### src/rtl/cmsdk_irq_sync_multi_pkg.sv
// Shared definitions for the multi-channel IRQ synchroniser: parameter limits, mode encodings, counter sizing.
// Latency: n/a (package only).
// Backpressure: n/a (package only).
package cmsdk_irq_sync_multi_pkg;

   // Legal parameter ranges
   localparam int NUM_IRQ_MIN     = 1;
   localparam int NUM_IRQ_MAX     = 32;
   localparam int SYNC_STAGES_MIN = 2;
   localparam int SYNC_STAGES_MAX = 4;
   localparam int FILTER_LEN_MIN  = 1;
   localparam int FILTER_LEN_MAX  = 15;

   // Per-channel IRQMODE encoding
   typedef enum logic {
      IRQ_MODE_LEVEL = 1'b0,
      IRQ_MODE_EDGE  = 1'b1
   } irq_mode_e;

   // Width of the filter hold counter; one spare bit keeps FILTER_LEN=1 at a legal 1-bit width
   function automatic int cnt_width(input int filter_len);
      return $clog2(filter_len) + 1;
   endfunction

endpackage

### src/rtl/cmsdk_irq_sync_multi_chan.sv
// One IRQ channel: synchroniser chain, glitch filter, and edge-mode pending latch.
// Latency: SYNC_STAGES+FILTER_LEN edges from first sampling edge to filtered level update.
// Backpressure: none; IRQ lines are plain levels and the pending flag waits for IRQCLR.
module cmsdk_irq_sync_chan
   import cmsdk_irq_sync_multi_pkg::*;
#(
   parameter int SYNC_STAGES = 2,
   parameter int FILTER_LEN  = 1
) (
   input  logic CLK,
   input  logic RSTn,
   input  logic IRQIN,
   input  logic IRQMODE,
   input  logic IRQCLR,
   output logic IRQOUT,
   output logic IRQSTATUS
);

   localparam int            CW     = cnt_width(FILTER_LEN);
   localparam logic [CW-1:0] C_LAST = CW'(FILTER_LEN - 1);

   logic [SYNC_STAGES-1:0] sync_q;
   logic                   s_lvl;
   logic                   f_q;
   logic                   f_d;
   logic [CW-1:0]          c_q;
   logic [CW-1:0]          c_d;
   logic                   p_q;
   logic                   p_d;
   logic                   accept;
   logic                   rise;

   assign s_lvl = sync_q[SYNC_STAGES-1];

   // Metastability chain: shift the raw asynchronous request toward the last stage
   always_ff @(posedge CLK or negedge RSTn) begin
      if (!RSTn) begin
         sync_q <= '0;
      end else begin
         sync_q <= {sync_q[SYNC_STAGES-2:0], IRQIN};
      end
   end

   // Filter: accept a new synchronised level only after it has differed from F for FILTER_LEN edges
   always_comb begin
      f_d    = f_q;
      c_d    = c_q;
      accept = 1'b0;
      if (s_lvl == f_q) begin
         c_d = '0;
      end else if (c_q == C_LAST) begin
         f_d    = s_lvl;
         c_d    = '0;
         accept = 1'b1;
      end else begin
         c_d = c_q + CW'(1);
      end
   end

   // A rising event is the filter accepting a 0->1 change; a mode switch alone never creates one
   assign rise = accept & s_lvl;

   // Pending flag: held clear in level mode, set beats clear in edge mode
   always_comb begin
      p_d = p_q;
      if (IRQMODE == IRQ_MODE_LEVEL) begin
         p_d = 1'b0;
      end else if (rise) begin
         p_d = 1'b1;
      end else if (IRQCLR) begin
         p_d = 1'b0;
      end
   end

   // Filter and pending state registers
   always_ff @(posedge CLK or negedge RSTn) begin
      if (!RSTn) begin
         f_q <= 1'b0;
         c_q <= '0;
         p_q <= 1'b0;
      end else begin
         f_q <= f_d;
         c_q <= c_d;
         p_q <= p_d;
      end
   end

   assign IRQOUT    = (IRQMODE == IRQ_MODE_EDGE) ? p_q : f_q;
   assign IRQSTATUS = f_q;

endmodule

### src/rtl/cmsdk_irq_sync_multi.sv
// Multi-channel IRQ synchroniser/filter: NUM_IRQ independent copies of cmsdk_irq_sync_chan.
// Latency: SYNC_STAGES+FILTER_LEN edges per channel, all channels in parallel.
// Backpressure: none; edge-mode events stay pending until IRQCLR.
module cmsdk_irq_sync_multi
   import cmsdk_irq_sync_multi_pkg::*;
#(
   parameter int NUM_IRQ     = 16,
   parameter int SYNC_STAGES = 2,
   parameter int FILTER_LEN  = 1
) (
   input  logic               CLK,
   input  logic               RSTn,
   input  logic [NUM_IRQ-1:0] IRQIN,
   input  logic [NUM_IRQ-1:0] IRQMODE,
   input  logic [NUM_IRQ-1:0] IRQCLR,
   output logic [NUM_IRQ-1:0] IRQOUT,
   output logic [NUM_IRQ-1:0] IRQSTATUS
);

   // Reject unsupported configurations at elaboration
   if ((NUM_IRQ < NUM_IRQ_MIN) || (NUM_IRQ > NUM_IRQ_MAX) ||
       (SYNC_STAGES < SYNC_STAGES_MIN) || (SYNC_STAGES > SYNC_STAGES_MAX) ||
       (FILTER_LEN < FILTER_LEN_MIN) || (FILTER_LEN > FILTER_LEN_MAX)) begin : g_param_err
      $error("cmsdk_irq_sync_multi: parameter out of range (NUM_IRQ=%0d SYNC_STAGES=%0d FILTER_LEN=%0d)",
             NUM_IRQ, SYNC_STAGES, FILTER_LEN);
   end

   for (genvar i = 0; i < NUM_IRQ; i++) begin : g_chan
      cmsdk_irq_sync_chan #(
         .SYNC_STAGES (SYNC_STAGES),
         .FILTER_LEN  (FILTER_LEN)
      ) u_chan (
         .CLK       (CLK),
         .RSTn      (RSTn),
         .IRQIN     (IRQIN[i]),
         .IRQMODE   (IRQMODE[i]),
         .IRQCLR    (IRQCLR[i]),
         .IRQOUT    (IRQOUT[i]),
         .IRQSTATUS (IRQSTATUS[i])
      );
   end

endmodule

### config.mk
export PLATFORM = sky130hd
export DESIGN_NAME = cmsdk_irq_sync_multi
export DESIGN_NICKNAME = d
export VERILOG_FILES = /design/src/rtl/cmsdk_irq_sync_multi_pkg.sv /design/src/rtl/cmsdk_irq_sync_multi_chan.sv /design/src/rtl/cmsdk_irq_sync_multi.sv
export SDC_FILE = /design/constraint.sdc
export NUM_CORES = 1
export LEC_CHECK = 0
export BUFFER_PORTS_ARGS = -buffer_cell sky130_fd_sc_hd__buf_2
export CAP_MARGIN = 20
export CORE_MARGIN = 2
export CORE_UTILIZATION = 55
export DETAILED_ROUTE_END_ITERATION = 7
export PLACE_DENSITY = 0.94
export SLEW_MARGIN = 20
export SYNTH_ARGS = -nofsm -noshare
export SYNTH_HDL_FRONTEND = slang
export SYNTH_SLANG_ARGS = --single-unit
### constraint.sdc
create_clock -name CLK -period 2.5 [get_ports CLK]
set_clock_uncertainty 0.05 [all_clocks]
set_input_delay 0.25 -clock CLK [delete_from_list [all_inputs] [get_ports CLK]]
set_output_delay 0.25 -clock CLK [all_outputs]
set_load 0.01 [all_outputs]
==> results of run 1 <==
==> layout by cell type (no fill, tap or decap) <==
cell,Yosys,routed
buf_2,0,81
dfrtp_1,64,64
inv_1,16,16
nand2_1,16,16
o21ai_0,16,16
mux2_4,16,16
nor2b_1,16,16
o21a_1,16,16
ha_1,16,16
dlygate4sd3_1,0,16
clkbuf_8,0,11
clkbuf_1,0,4
buf_4,32,1
==> timing repair <==
item                                    4_1_cts  5_1_grt
hold buffers                                 16        0
endpoints found under the hold margin        16        0
endpoints found under the setup margin        0        0
==> routing by layer <==
metal / vias up / global-route usage [%] / wire, um
li1: 799 / - / -
met1: 790 / 17.54 / 1695
met2: 52 / 28.87 / 2171
met3: 5 / 4.878 / 253
met4: 0 / 6.667 / 38
met5: - / 0 / 0
==> sequential cells by signal, indices dropped and copies added, names as in the netlist <==
| signal | flops |
|---|---|
| g_chan.u_chan.p_q | 16 |
| g_chan.u_chan.IRQSTATUS | 16 |
| g_chan.u_chan.sync_q | 32 |
==> metrics by stage <==
| stage | area, um^2 | setup WS, ns | instances | hold WS (ns) | utilization (%) |
|---|---|---|---|---|---|
| after floorplan | 2703 | 1.375 | 208 | -0.09559 | - |
| after global placement | 2959 | 1.324 | 325 | 0.2816 | 62.65 |
| after detailed placement | 2959 | 1.306 | 325 | 0.2847 | 62.65 |
| after CTS | 3286 | 1.075 | 356 | 0.07516 | 69.56 |
| after global routing | 3286 | 1.002 | 356 | 0.1111 | 69.56 |
| final | 3286 | 1.074 | 356 | 0.04480 | 69.56 |
==> kinds of logic after synthesis <==
group | after synthesis | share of synthesized area [%]
flops | 64 | 59.26
compound gates | 32 | 7.408
mux | 16 | 8.889
fa+ha+maj | 16 | 7.407
simple gates | 32 | 5.926
buf+inv | 48 | 11.11
==> power by group through the flow <==
stage	logic (mW)	registers, mW	clock network [mW]
floorplan	1.00	1.36	0
global placement	1.01	1.38	0
detailed placement	1.06	1.39	0
CTS	1.08	1.38	0.773
global route	1.18	1.41	0.816
finish	1.07	1.38	0.751
==> final cells by class <==
type / count / area, um^2 / area share, %
Clock buffer: 15 / 166.4 / 5.065
Tap cell: 67 / 83.83 / 2.551
Multi-Input combinational cell: 96 / 800.8 / 24.37
Timing Repair Buffer: 98 / 573.1 / 17.44
Sequential cell: 64 / 1602 / 48.74
Inverter: 16 / 60.06 / 1.828
==> path summary, 6_finish.rpt <==
check,start,end,depth (start not counted)
hold reg to reg,g_chan[3].u_chan.sync_q[0],g_chan[3].u_chan.sync_q[1],0
max in group asynchronous,RSTn,g_chan[3].u_chan.IRQSTATUS,2
setup reg to reg,g_chan[7].u_chan.IRQSTATUS,g_chan[7].u_chan.IRQSTATUS,3
setup / recovery,g_chan[7].u_chan.IRQSTATUS,IRQOUT[7],3
hold / removal,RSTn,g_chan[7].u_chan.p_q,2
min in group CLK,IRQMODE[1],g_chan[1].u_chan.p_q,2
==> flow_metrics.env, run 1 <==
export IMPL_run_status="finished, final reports clean"
export IMPL_fp_dieW_um=74.10
export IMPL_yosysSeqAreaShare_pct=59.26
export IMPL_worstSetupPathType="flip-flop to output pin"
export IMPL_max_slew_margin_pct=49.77
export IMPL_drive_gt1_share_pct=37.72
export IMPL_ys_types=9
export IMPL_start_util_pct=57.22
export IMPL_power_share_sequential_pct=43.1
export IMPL_slew_viol_final=0
export IMPL_wl_per_cell_um=11.68
export IMPL_cts_sinks=64
export IMPL_drt_pass1_iterations=4
export IMPL_synth_edf_count=0
export IMPL_hpwl_mm=2.960
export IMPL_die_h_um=74.10
export IMPL_cts_resized=0
export IMPL_end_kind="output pin"
export IMPL_fillers=339
export IMPL_h_tree_depth=3
export IMPL_maxCapViolations=0
export IMPL_period_needed_ns=1.426
export IMPL_antenna_found_initial=0
export IMPL_critPathLaunchType="flip-flop"
export IMPL_grt_pass1_vias=1644
export IMPL_crit_slowest_cell="dfrtp_1"
export IMPL_area_growth_pct=21.57
export IMPL_report_final_setup_viol=0
export IMPL_core_mm2=0.004723
export IMPL_hold_path_class="primary input to async pin"
export IMPL_wl_mm=4.158
export IMPL_yosysTopAreaCell="dfrtp_1"
export IMPL_grt_use_total_pct=16.04
export IMPL_nNetsFinal=351
export IMPL_postRouteAntennaNets=0
export IMPL_crit_family="flip-flops"
export IMPL_cts_tree="yes"
export IMPL_synth_ff_type="dfrtp_1"
export IMPL_slowest_delay_ns=0.38
export IMPL_synth_most_common_cell="dfrtp_1"
export IMPL_final_setup_tns_ns=0
export IMPL_clkPwrFrac_pct=23.5
export IMPL_ir_worst_vdd_v=0.0005727
export IMPL_root_buffer="clkbuf_8"
export IMPL_clockBufferDepth=2
export IMPL_synth_area_leaders="dfrtp_1 59%, buf_4 8.9%, mux2_4 8.9%, ha_1 7.4%, o21a_1 4.4%"
export IMPL_drt_iter0_drc=52
export IMPL_vias=1646
export IMPL_cp_max_fo=3
export IMPL_drt_vias_per_instance=4.624
export IMPL_post_cts_setup_buffers=0
export IMPL_die_area_mm2=0.005491
export IMPL_swShare_pct=29.55
export IMPL_diodes=0
export IMPL_p_sw_uw=943.3
export IMPL_rsz0062_at_grt="false"
export IMPL_critPathBufInv=2
export IMPL_syn_num_nets=274
export IMPL_tightest_slew_ns=0.7535
export IMPL_grt_start_max_net_pins=65
export IMPL_yosys_top_cells_count="64 x dfrtp_1, 32 x buf_4"
export IMPL_p_int_mw=2.249
export IMPL_cts_clk_slew_worst_paths_ns=0.07
export IMPL_synth_area_mm2=0.002703
export IMPL_ff2ff_setup_slack_ns=1.29
export IMPL_worst_skew_pair_late_latency_ns=0.32
export IMPL_final_period_utilization_pct=57.02
export IMPL_power_mw=3.192
export IMPL_cts_buffers=9
export IMPL_worstPathCellList="inv_1 > o21ai_0 > buf_2"
export IMPL_fmax_mhz=701.5
export IMPL_ys_warnings_count=0
export IMPL_async_reset_ff_share_pct=100.0
export IMPL_p_leak_nw=1.712
export IMPL_comb_power_share_pct=33.4
export IMPL_drcViolationCount=0
export IMPL_hold_viol=0
export IMPL_syn_area_per_cell_um2=12.99
export IMPL_arrival_ns=1.13
export IMPL_power_density_mw_per_mm2=971.6
export IMPL_ys_ff_latch=64
export IMPL_gp_congestion=0.6966
export IMPL_grt_pass1_wl_mm=6.637
export IMPL_synth_top_area_share_pct=59.26
export IMPL_required_ns=2.20
export IMPL_grt_overflow=0
export IMPL_syn_inst=208
export IMPL_portBuffers=81
export IMPL_io_pins=82
export IMPL_fp_row_count=25
No activity file was read; power rests on OpenSTA's default activity.
==> run 2, diff against run 1 <==
Settings changed: ABC_AREA set to 1, CORE_UTILIZATION 55 to 46, PLACE_DENSITY 0.94 to 0.85.
Clock period 2.5 ns to 1.3 ns, I/O delays scaled along.
==> flow_metrics.env, run 2 <==
export IMPL_async_reset_ff_share_pct=100.0
export IMPL_cts_sinks=64
export IMPL_start_util_pct=48.31
export IMPL_power_mw=5.916
export IMPL_largest_reg_flops=32
export IMPL_cts_clk_slew_worst_paths_ns=0.06
export IMPL_diodes=0
export IMPL_yosysTopAreaCell="dfrtp_1"
export IMPL_grt_overflow=0
export IMPL_die_area_mm2=0.006481
export IMPL_clockBufferDepth=2
export IMPL_placed_area_mm2=0.002968
export IMPL_h_tree_depth=3
export IMPL_maxCapViolations=0
export IMPL_core_mm2=0.005574
export IMPL_root_buffer="clkbuf_8"
export IMPL_drcViolationCount=0
export IMPL_yosys_top_cells_count="64 x dfrtp_1, 58 x inv_1, 32 x buf_4, 30 x a21oi_1, 30 x nand2_1"
export IMPL_cts_buffers=9
export IMPL_largest_register="g_chan.u_chan.sync_q"
export IMPL_drive_gt1_share_pct=28.04
export IMPL_hold_viol=0
export IMPL_required_ns=1.12
export IMPL_grt_pass1_vias=2075
export IMPL_grt_use_total_pct=16.39
export IMPL_ys_ff_latch=64
export IMPL_syn_inst=266
export IMPL_io_pins=82
export IMPL_area_growth_pct=35.32
export IMPL_fin_area_mm2=0.003643
export IMPL_portBuffers=81
export IMPL_drt_vias_per_instance=4.451
export IMPL_postRouteAntennaNets=0
export IMPL_yosysSeqAreaShare_pct=59.48
export IMPL_grt_start_max_net_pins=65
export IMPL_synth_area_leaders="dfrtp_1 59%, buf_4 8.9%, inv_1 8.1%, ha_1 7.4%, a21oi_1 5.6%"
export IMPL_max_slew_margin_pct=78.06
export IMPL_final_common_cell="buf_2"
export IMPL_fp_dieW_um=80.51
export IMPL_critPathLaunchType="primary input"
export IMPL_grt_pass1_wl_mm=8.059
export IMPL_run_status="finished, final reports clean"
export IMPL_ys_warnings_count=0
export IMPL_hold_path_class="primary input to flip-flop"
export IMPL_drt_pass1_iterations=4
export IMPL_tightest_slew_ns=0.3291
export IMPL_synth_ff_type="dfrtp_1"
export IMPL_arrival_ns=1.10
export IMPL_gp_congestion=0.7030
export IMPL_p_leak_nw=1.942
export IMPL_antenna_found_initial=0
export IMPL_wl_mm=4.920
export IMPL_power_density_mw_per_mm2=1624
export IMPL_wl_per_cell_um=10.93
export IMPL_worst_skew_pair_late_latency_ns=0.31
export IMPL_report_final_setup_viol=0
export IMPL_ir_worst_vdd_v=0.0008872
export IMPL_vias=2003
export IMPL_syn_num_nets=332
export IMPL_cp_max_fo=3
export IMPL_nNetsFinal=440
export IMPL_synth_area_mm2=0.002693
export IMPL_mostFrequentLayoutCells="79 x buf_2, 64 x dfrtp_1, 58 x inv_1"
export IMPL_synth_edf_count=0
export IMPL_final_period_utilization_pct=98.40
export IMPL_post_cts_setup_buffers=0
export IMPL_cts_tree="yes"
export IMPL_fp_row_count=27
export IMPL_end_kind="output pin"
export IMPL_drt_iter0_drc=66
export IMPL_die_h_um=80.51
export IMPL_syn_area_per_cell_um2=10.12
export IMPL_fmax_mhz=781.8
export IMPL_synth_most_common_cell="dfrtp_1"
export IMPL_synth_top_area_share_pct=59.48
export IMPL_period_needed_ns=1.279
export IMPL_ys_types=10
export IMPL_worstSetupPathType="primary input to output pin"
export IMPL_slew_viol_final=0
export IMPL_hpwl_mm=3.037
run 2: changes by cell type after synthesis:
cell	before	now
inv_1	16	58
a21oi_1	0	30
mux2_4	16	0
nor2_1	0	16
nor2b_1	16	0
o21a_1	16	0
o21ai_0	16	0
o21ai_1	0	16
nand2_1	16	30
nand2_2	0	2
o21ai_2	0	2
run 2: worst paths after layout:
kind	start	endpoint	slack [ns]	depth (start not counted)
max in group asynchronous	RSTn	g_chan[14].u_chan.IRQSTATUS	0.62	3
hold reg to reg	g_chan[10].u_chan.sync_q[0]	g_chan[10].u_chan.sync_q[1]	0.30	0
setup reg to reg	g_chan[4].u_chan.IRQSTATUS	g_chan[4].u_chan.IRQSTATUS	0.25	4
setup / recovery	IRQMODE[7]	IRQOUT[7]	0.02	4
min in group asynchronous	RSTn	g_chan[1].u_chan.sync_q[0]	0.29	3
hold / removal	IRQCLR[3]	g_chan[3].u_chan.p_q	0.04	4
run 2: layout make-up:
type                       count  area (um^2)
clock buffer                  11        151.4
multi-input combinational    112        655.6
tap                           72        90.09
fill                         427         1931
clock inverter                 4        20.02
timing repair buffer         129        907.1
sequential                    64         1602
inverter                      58        217.7
run 2: cell families after synthesis:
kind of cell	synth area share (%)
buffers and inverters	17.01
DFF	59.48
AOI/OAI and AO/OA	9.201
and+or+nand+nor	6.877
adders and majority gates	7.435
run 2: per-stage QoR:
stage               instances  util [%]  worst slack [ns]  hold slack [ns]     TNS, ns
floorplan                 266         -            0.3459          -0.2156           0
global placement          388     53.24            0.3093           0.1170           0
detailed placement        388     53.24            0.2734           0.1177           0
CTS                       451     64.94           0.01509         0.001886           0
global route              450     65.36        -0.0002192          0.04612  -0.0002192
finish                    450     65.36           0.02082          0.03588           0
run 2: power breakdown:
| group | switching, mW | total, mW | internal, mW |
|---|---|---|---|
| clock network | 0.678 | 1.45 | 0.772 |
| logic | 1.07 | 1.91 | 0.842 |
| registers | 0.179 | 2.56 | 2.38 |
run 2: per-layer routing:
layer / global-route usage [%] / share of wire [%] / up-vias
met5: 0 / 0 / -
met4: 8.136 / 1.7 / 0
met3: 3.933 / 6.0 / 11
met2: 33.00 / 55 / 58
met1: 14.80 / 37 / 932
li1: - / - / 1002
run 2: worst max-delay path, cell delays in order:
cell and delay (ns):
dlygate4sd3_1 0.54, buf_2 0.14, o21ai_1 0.14, buf_2 0.15
run 2: what timing repair did:
action	in CTS	in global routing
setup endpoints to repair	0	8
gates resized for setup	0	7
hold buffers	48	0
hold endpoints to repair	96	0
==> run 3, diff against run 2 <==
Settings changed: PLACE_DENSITY 0.85 to 0.78.
==> flow_metrics.env, run 3 (synthesis gave the netlist of run 2 again) <==
export IMPL_grt_use_total_pct=15.87
export IMPL_max_slew_margin_pct=77.74
export IMPL_wl_mm=4.880
export IMPL_rsz0062_at_grt="false"
export IMPL_h_tree_depth=3
export IMPL_die_h_um=80.51
export IMPL_fin_util_pct=64.96
export IMPL_drt_vias_per_instance=4.319
export IMPL_wl_per_cell_um=10.80
export IMPL_fin_cells=452
export IMPL_maxCapViolations=0
export IMPL_run_status="finished, final reports clean"
export IMPL_required_ns=1.12
export IMPL_swShare_pct=32.74
export IMPL_power_mw=5.863
export IMPL_placed_area_mm2=0.002968
export IMPL_p_sw_mw=1.919
export IMPL_slew_viol_final=0
export IMPL_fin_area_mm2=0.003621
export IMPL_final_common_cell="buf_2"
export IMPL_report_final_setup_viol=0
export IMPL_cts_sinks=64
export IMPL_drive_gt1_share_pct=26.84
export IMPL_hold_path_class="primary input to flip-flop"
export IMPL_end_kind="output pin"
export IMPL_power_density_mw_per_mm2=1619
export IMPL_final_period_utilization_pct=99.24
export IMPL_critPathLaunchType="primary input"
export IMPL_p_int_mw=3.944
export IMPL_io_pins=82
export IMPL_worst_skew_pair_late_latency_ns=0.32
export IMPL_cts_tree="yes"
export IMPL_root_buffer="clkbuf_8"
export IMPL_vias=1952
export IMPL_holdWs_ns=0.02506
export IMPL_cts_clk_slew_worst_paths_ns=0.06
export IMPL_post_cts_setup_buffers=0
export IMPL_mostFrequentLayoutCells="81 x buf_2, 64 x dfrtp_1, 58 x inv_1"
export IMPL_preCtsSetupSlack_ns=0.2704
export IMPL_postRouteAntennaNets=0
export IMPL_antenna_found_initial=0
export IMPL_grt_pass1_vias=1882
export IMPL_fp_row_count=27
export IMPL_setup_slack_ns=0.009918
export IMPL_start_util_pct=48.31
export IMPL_clkPwrFrac_pct=24.1
export IMPL_hold_viol=0
export IMPL_period_needed_ns=1.290
export IMPL_largest_register="g_chan.u_chan.sync_q"
export IMPL_drt_pass1_iterations=6
export IMPL_cp_max_fo=3
export IMPL_largest_reg_flops=32
export IMPL_fp_dieW_um=80.51
export IMPL_portBuffers=81
export IMPL_multiInputGateArea_um2=640.6
export IMPL_worstSetupPathType="primary input to output pin"
export IMPL_die_area_mm2=0.006481
export IMPL_gp_congestion=0.6881
export IMPL_arrival_ns=1.11
export IMPL_clockBufferDepth=2
export IMPL_core_mm2=0.005574
export IMPL_comb_power_share_pct=32.2
export IMPL_final_setup_tns_ns=0
export IMPL_area_growth_pct=34.48
export IMPL_nNetsFinal=441
export IMPL_hpwl_mm=2.937
export IMPL_dp_cells=388
export IMPL_tightest_slew_ns=0.3339
export IMPL_drcViolationCount=0
export IMPL_seqCellArea_mm2=0.001602
export IMPL_diodes=0
export IMPL_drt_iter0_drc=66
export IMPL_grt_overflow=0
export IMPL_grt_pass1_wl_mm=7.590
export IMPL_cts_buffers=9
export IMPL_power_share_sequential_pct=43.6
export IMPL_p_leak_nw=1.933
export IMPL_ir_worst_vdd_v=0.0009957
export IMPL_grt_start_max_net_pins=65
export IMPL_fmax_mhz=775.1
export IMPL_fillers=435
[run 3: cell types whose count changed in the layout (fill, tap and decap cells not counted)]
cell / before / now
buf_2: 79 / 81
buf_6: 1 / 0
clkbuf_1: 0 / 2
clkbuf_8: 11 / 10
o21ai_1: 10 / 14
o21ai_2: 8 / 4
[run 3: per-layer routing]
layer	global-route usage, %	up-vias	share of wire, %
li1	-	999	-
met1	16.07	894	40
met2	29.33	53	53
met3	4.157	6	5.6
met4	8.644	0	1.0
met5	0	-	0
[run 3: worst max-delay path, cell delays in order]
cell and delay [ns]:
dlygate4sd3_1 0.53, buf_2 0.13, o21ai_1 0.16, buf_2 0.16
[run 3: repair_timing]
item / in CTS / in global routing
endpoints found under the setup margin: 0 / 2
resized for setup: 0 / 2
hold buffers: 48 / 0
hold endpoints to repair: 96 / 0
[run 3: layout make-up]
class / count / area share [%]
Clock buffer: 12 / 4.008
Multi-Input combinational cell: 112 / 17.69
Tap cell: 72 / 2.488
Timing Repair Buffer: 130 / 25.02
Clock inverter: 4 / 0.5529
Inverter: 58 / 6.012
Sequential cell: 64 / 44.23
[run 3: final timing paths]
check | start | to | slack (ns) | depth (start not counted)
max in group asynchronous | RSTn | g_chan[3].u_chan.IRQSTATUS | 0.62 | 3
min in group asynchronous | RSTn | g_chan[1].u_chan.sync_q[0] | 0.30 | 3
worst max register to register | g_chan[0].u_chan.IRQSTATUS | g_chan[0].u_chan.IRQSTATUS | 0.19 | 4
worst min register to register | g_chan[14].u_chan.sync_q[0] | g_chan[14].u_chan.sync_q[1] | 0.30 | 0
worst max-delay path | IRQMODE[13] | IRQOUT[13] | 0.01 | 4
worst min-delay path | IRQMODE[11] | g_chan[11].u_chan.p_q | 0.03 | 3
[run 3: power by group through the flow]
stage	combinational [mW]	sequential, mW	clock [mW]
finish	1.89	2.56	1.42
global placement	1.69	2.57	0
CTS	1.87	2.55	1.48
global route	2.16	2.61	1.57
floorplan	1.64	2.56	0
detailed placement	1.76	2.59	0
